<file path="src/rtl/sqrt_pipe.sv">
// sqrt_pipe: fully pipelined restoring square root (one root bit per stage) with AXI4-Stream handshake.
// Define SQRT_REM_EN to register the final remainder onto m_axis_dout_trem; otherwise trem reads zero.
module sqrt_pipe #(
   parameter  int DIN_W  = 16,
   parameter  int USER_W = 8,
   localparam int DOUT_W = DIN_W / 2
) (
   input  logic                          aclk,
   input  logic                          areset,
   input  logic [DIN_W-1:0]              s_axis_cartesian_tdata,
   input  logic [USER_W-1:0]             s_axis_cartesian_tuser,
   input  logic                          s_axis_cartesian_tlast,
   input  logic                          s_axis_cartesian_tvalid,
   output logic                          s_axis_cartesian_tready,
   output logic [DOUT_W-1:0]             m_axis_dout_tdata,
   output logic [DOUT_W:0]               m_axis_dout_trem,
   output logic [USER_W-1:0]             m_axis_dout_tuser,
   output logic                          m_axis_dout_tlast,
   output logic                          m_axis_dout_tvalid,
   input  logic                          m_axis_dout_tready,
   output logic [$clog2(DOUT_W+2)-1:0]   inflight
);

   localparam int RW = DOUT_W + 1;
   localparam int NM = (DOUT_W > 1) ? DOUT_W - 1 : 1;
   localparam int CW = $clog2(DOUT_W + 2);

   logic ce;

   // Per-stage valid bits; index DOUT_W-1 is the output register's valid.
   logic vld_q [DOUT_W];

   // Intermediate stage registers (stages 0..DOUT_W-2); not valid-qualified, so no reset.
   logic [DOUT_W-1:0] root_q [NM];
   logic [RW-1:0]     rem_q  [NM];
   logic [DIN_W-1:0]  rad_q  [NM];
   logic [USER_W-1:0] user_q [NM];
   logic              last_q [NM];

   logic              vld_in  [DOUT_W];
   logic [DOUT_W-1:0] root_in [DOUT_W];
   logic [RW-1:0]     rem_in  [DOUT_W];
   logic [DIN_W-1:0]  rad_in  [DOUT_W];
   logic [USER_W-1:0] user_in [DOUT_W];
   logic              last_in [DOUT_W];

   logic [DOUT_W-1:0] root_d [DOUT_W];
   logic [RW-1:0]     rem_d  [DOUT_W];
   logic [DIN_W-1:0]  rad_d  [DOUT_W];
   logic [RW+1:0]     remx   [DOUT_W];
   logic [RW+1:0]     diff   [DOUT_W];
   logic [DOUT_W-1:0] unused_hi;
   logic              unused_tail;

   logic [DOUT_W-1:0] out_root_q;
   logic [USER_W-1:0] out_user_q;
   logic              out_last_q;
`ifdef SQRT_REM_EN
   logic [RW-1:0]     out_rem_q;
`endif

   logic [CW-1:0] inflight_q, inflight_d;
   logic          in_hs, out_hs;

   assign ce = !vld_q[DOUT_W-1] || m_axis_dout_tready;

   always_comb begin
      vld_in[0]  = s_axis_cartesian_tvalid;
      root_in[0] = '0;
      rem_in[0]  = '0;
      rad_in[0]  = s_axis_cartesian_tdata;
      user_in[0] = s_axis_cartesian_tuser;
      last_in[0] = s_axis_cartesian_tlast;
      for (int unsigned k = 1; k < DOUT_W; k++) begin
         vld_in[k]  = vld_q[k-1];
         root_in[k] = root_q[k-1];
         rem_in[k]  = rem_q[k-1];
         rad_in[k]  = rad_q[k-1];
         user_in[k] = user_q[k-1];
         last_in[k] = last_q[k-1];
      end
   end

   // Trial subtraction is done two bits wider than the partial remainder; the top bit is the borrow.
   always_comb begin
      for (int unsigned k = 0; k < DOUT_W; k++) begin
         remx[k] = {rem_in[k], rad_in[k][DIN_W-1 -: 2]};
         diff[k] = remx[k] - {1'b0, root_in[k], 2'b01};
         if (diff[k][RW+1]) begin
            rem_d[k]  = remx[k][RW-1:0];
            root_d[k] = root_in[k] << 1;
         end else begin
            rem_d[k]  = diff[k][RW-1:0];
            root_d[k] = (root_in[k] << 1) | DOUT_W'(1);
         end
         rad_d[k]     = rad_in[k] << 2;
         unused_hi[k] = ^{remx[k][RW+1:RW], diff[k][RW]};
      end
   end

`ifdef SQRT_REM_EN
   assign unused_tail = ^rad_d[DOUT_W-1];
`else
   assign unused_tail = ^{rad_d[DOUT_W-1], rem_d[DOUT_W-1]};
`endif

   always_ff @(posedge aclk) begin
      if (ce) begin
         for (int unsigned k = 0; k + 1 < DOUT_W; k++) begin
            root_q[k] <= root_d[k];
            rem_q[k]  <= rem_d[k];
            rad_q[k]  <= rad_d[k];
            user_q[k] <= user_in[k];
            last_q[k] <= last_in[k];
         end
      end
   end

   assign in_hs  = s_axis_cartesian_tvalid && ce;
   assign out_hs = vld_q[DOUT_W-1] && m_axis_dout_tready;

   always_comb begin
      inflight_d = inflight_q;
      if (in_hs && !out_hs) begin
         inflight_d = inflight_q + CW'(1);
      end else if (!in_hs && out_hs) begin
         inflight_d = inflight_q - CW'(1);
      end
   end

   always_ff @(posedge aclk or posedge areset) begin
      if (areset) begin
         for (int unsigned k = 0; k < DOUT_W; k++) begin
            vld_q[k] <= 1'b0;
         end
         out_root_q <= '0;
         out_user_q <= '0;
         out_last_q <= 1'b0;
`ifdef SQRT_REM_EN
         out_rem_q  <= '0;
`endif
         inflight_q <= '0;
      end else begin
         if (ce) begin
            for (int unsigned k = 0; k < DOUT_W; k++) begin
               vld_q[k] <= vld_in[k];
            end
            out_root_q <= root_d[DOUT_W-1];
            out_user_q <= user_in[DOUT_W-1];
            out_last_q <= last_in[DOUT_W-1];
`ifdef SQRT_REM_EN
            out_rem_q  <= rem_d[DOUT_W-1];
`endif
         end
         inflight_q <= inflight_d;
      end
   end

   assign s_axis_cartesian_tready = ce;
   assign m_axis_dout_tvalid      = vld_q[DOUT_W-1];
   assign m_axis_dout_tdata       = out_root_q;
   assign m_axis_dout_tuser       = out_user_q;
   assign m_axis_dout_tlast       = out_last_q;
`ifdef SQRT_REM_EN
   assign m_axis_dout_trem        = out_rem_q;
`else
   assign m_axis_dout_trem        = '0;
`endif
   assign inflight                = inflight_q;

endmodule

</file>
<file path="config.mk">
export PLATFORM = sky130hd
export DESIGN_NAME = sqrt_pipe
export DESIGN_NICKNAME = d
export VERILOG_FILES = /design/src/rtl/sqrt_pipe.sv
export SDC_FILE = /design/constraint.sdc
export NUM_CORES = 1
export LEC_CHECK = 0
export ABC_AREA = 1
export BUFFER_PORTS_ARGS = -buffer_cell sky130_fd_sc_hd__buf_2
export CAP_MARGIN = 20
export CORE_MARGIN = 8
export CORE_UTILIZATION = 60
export DETAILED_ROUTE_END_ITERATION = 16
export GPL_ROUTABILITY_DRIVEN = 0
export PLACE_DENSITY = 0.87
export SLEW_MARGIN = 10
export SYNTH_ARGS = -nofsm -noshare
export SYNTH_HDL_FRONTEND = slang
export SYNTH_SLANG_ARGS = --single-unit
</file>
<file path="constraint.sdc">
create_clock -name aclk -period 10.1 [get_ports aclk]
set_input_delay 1.515 -clock aclk [delete_from_list [all_inputs] [get_ports aclk]]
set_output_delay 1.515 -clock aclk [all_outputs]
set_load 0.05 [all_outputs]
</file>
==> run_results.csv <==
group,metric,value,unit
run_status,status,"completed",
route,viasPerCell,5.34,
finish,drive_gt1_share,14.1,%
finish,insertedDiodeCount,0,
sta,hold_viol_final,0,
floorplan,start_util,60.4,%
cts,cts_resized,0,
cts,clk_pin_slew,0.06,ns
cts,htree_levels,1,
global_route,gr-usage-all-layers,16.4,%
cts,cts_buffer_depth,3,
finish,final_common_cell,"nand2_1",
floorplan,num_io_pins,61,
finish,fin_util,67.9,%
worst_setup_path,worstPathMaxFanout,129,
place,io_buffers,51,
finish,fin_nets,1056,
synthesis,ys_seq_elements,230,
cts,cts.sinks,230,
synthesis,synth_area_per_cell,11.2,µm²
sta,period_share,44.2,%
sta,finalClockSkew,0.00682,ns
worst_setup_path,crit_chain,"buf_2, nor2_2, buf_4, inv_8, buf_2",
cts,cts_hold_buffers,0,
route,drt-total-wl,18100,µm
cts,cts-root-buf,"clkbuf_16",
floorplan,rows,48,
sta,relSlewSlack,30.0,%
route,drt_first_pass_iters,5,
sta,worst_pin_slew,1.05,ns
worst_setup_path,cp_slowest_cell,"inv_8",
global_route,grt_pass1_vias,6564,
global_route,grt_overflow,0,
synthesis,yosysUniqueCellTypes,37,
hold_path,min_path_type,"register to register",
route,num_vias,6552,
cts,clock_latency,0.51,ns
worst_setup_path,critPathMostFrequentCell,"buf_2",
finish,layout_common_cells,"nand2_1, edfxtp_1, inv_1, nand3_1, buf_2",
synthesis,synth_warnings,0,
worst_setup_path,path_class,"primary input to primary output",
sta,slew_viol_final,0,
sta,setup_viol,0,
global_route,grt_start_max_net_pins,130,
cts,tritoncts,"built",
place,dp_hpwl,11700,µm
global_route,antenna_found_initial,0,
global_route,grt_pass1_wl,29300,µm
worst_setup_path,start_kind,"primary input",
route,route.detailed.drc,0,
synthesis,ys_seq_area_share,65.9,%
route,wl_per_cell,14.7,µm
floorplan,die_x,147,µm
synthesis,syn_area,10300,µm²
cts,cts_buffers,23,
sta,tns,0,ns
synthesis,syn_inst,914,
route,drt_iter0_drc,417,
worst_setup_path,endpoint_kind,"primary output",
sta,fmax,224,MHz
floorplan,die_h,147,µm
worst_setup_path,cpPeakStageDelay,0.59,ns
route,ant_nets,0,
floorplan,core_area,17000,µm²
sta,rsz0062_at_grt,"false",
finish,layout-area-overhead-vs-synth,12.5,%
worst_setup_path,crit_required,8.59,ns
floorplan,dieArea,21500,µm²
worst_setup_path,critPathArrivalTime,2.95,ns
run,drv_cap,0,
cts,postCtsSetupBuffers,0,
sta,fin_crit,4.47,ns
[sequential cells by signal, summed over array words and instances, names as in the netlist]
| name | cells |
|---|---|
| root_q | 28 |
| inflight | 4 |
| m_axis_dout_tlast | 1 |
| m_axis_dout_tuser | 8 |
| m_axis_dout_tdata | 8 |
| vld_in | 7 |
| m_axis_dout_tvalid | 1 |
| rem_q | 54 |
| rad_q | 56 |
| user_q | 56 |
| last_q | 7 |
[stage by stage]
stage / cell area (µm²) / worst slack [ns] / hold slack (ns) / std cells
after global routing: 11500 / 5.54 / 0.420 / 1228
after floorplan: 10300 / 0.899 / 0.400 / 923
after global placement: 10800 / 5.68 / 0.400 / 1188
after CTS: 11500 / 5.65 / 0.413 / 1227
final: 11500 / 5.63 / 0.413 / 1228
after detailed placement: 10800 / 5.66 / 0.405 / 1188
[per-layer routing]
| layer | track usage, % | part of all wire [%] | up-vias |
|---|---|---|---|
| met5 | 0 | 0 | - |
| li1 | - | - | 3187 |
| met3 | 2.92 | 4.8 | 50 |
| met1 | 16.8 | 37 | 3089 |
| met4 | 7.57 | 3.4 | 0 |
| met2 | 31.6 | 55 | 226 |
[critical path, delay by kind of cell]
| family | cells | cell delay (ns) |
|---|---|---|
| buffers and inverters | 4 | 1.32 |
| and+or+nand+nor | 1 | 0.04 |
[kinds of logic (layout without fill, tap and decap cells)]
logic type / count (synthesis) / after routing / share of synthesized area [%]
AO/OA/AOI/OAI: 38 / 38 / 2.10
XOR/XNOR: 18 / 18 / 1.54
adder cells (fa/ha/maj): 38 / 38 / 4.71
buffers and inverters: 141 / 221 / 5.49
flip-flops: 230 / 230 / 65.9
multiplexers: 1 / 1 / 0.110
other: 1 / 10 / 0.0365
AND/OR/NAND/NOR: 447 / 447 / 20.2
[cell usage after synthesis, drive strengths merged]
| master | instances | share of area (%) |
|---|---|---|
| mux2 | 1 | 0.11 |
| o211a | 1 | 0.098 |
| nand4 | 14 | 1.4 |
| nand3b | 3 | 0.22 |
| o21ai | 19 | 1.0 |
| o21a | 1 | 0.073 |
| o21bai | 1 | 0.073 |
| nor2 | 39 | 1.5 |
| a21oi | 16 | 0.82 |
| nor3 | 8 | 0.66 |
| nor2b | 1 | 0.061 |
| inv | 128 | 4.7 |
| buf | 9 | 0.66 |
| fa | 1 | 0.20 |
| and2 | 1 | 0.061 |
| xnor2 | 7 | 0.60 |
| conb | 1 | 0.037 |
| nand3 | 97 | 5.1 |
| ha | 37 | 4.5 |
| and3 | 1 | 0.061 |
| edfxtp | 201 | 59 |
| nand2 | 274 | 11 |
| clkbuf | 4 | 0.15 |
| dfrtp | 29 | 7.1 |
| xor2 | 11 | 0.94 |
| or2 | 9 | 0.55 |
[final timing paths]
check | from | end | slack (ns) | cells after the start
worst max-delay path | m_axis_dout_tready | s_axis_cartesian_tready | 5.63 | 5
worst min-delay path | user_q[0][0]$_DFFE_PN_ | user_q[1][0]$_DFFE_PN_ | 0.41 | 0
worst max register to register | m_axis_dout_tvalid$_DFFE_PP0N_ | rad_q[1][2]$_DFFE_PN_ | 7.33 | 5
worst min register to register | user_q[0][0]$_DFFE_PN_ | user_q[1][0]$_DFFE_PN_ | 0.41 | 0
max in group asynchronous | areset | m_axis_dout_tuser[4]$_DFFE_PP0N_ | 8.52 | 3
min in group asynchronous | areset | m_axis_dout_tuser[0]$_DFFE_PP0N_ | 1.07 | 2
[layout make-up]
cell class / instances / area (µm²)
sequential: 230 / 6760
timing repair buffer: 54 / 285
inverter: 128 / 488
clock inverter: 7 / 81.3
multi-input combinational: 552 / 2970
tap: 225 / 282
fill: 1129 / 5450
clock buffer: 32 / 672
Power is left out: the tool's default activity adds up to more than one toggle a clock period on the data nets, which glitch-free logic cannot reach.
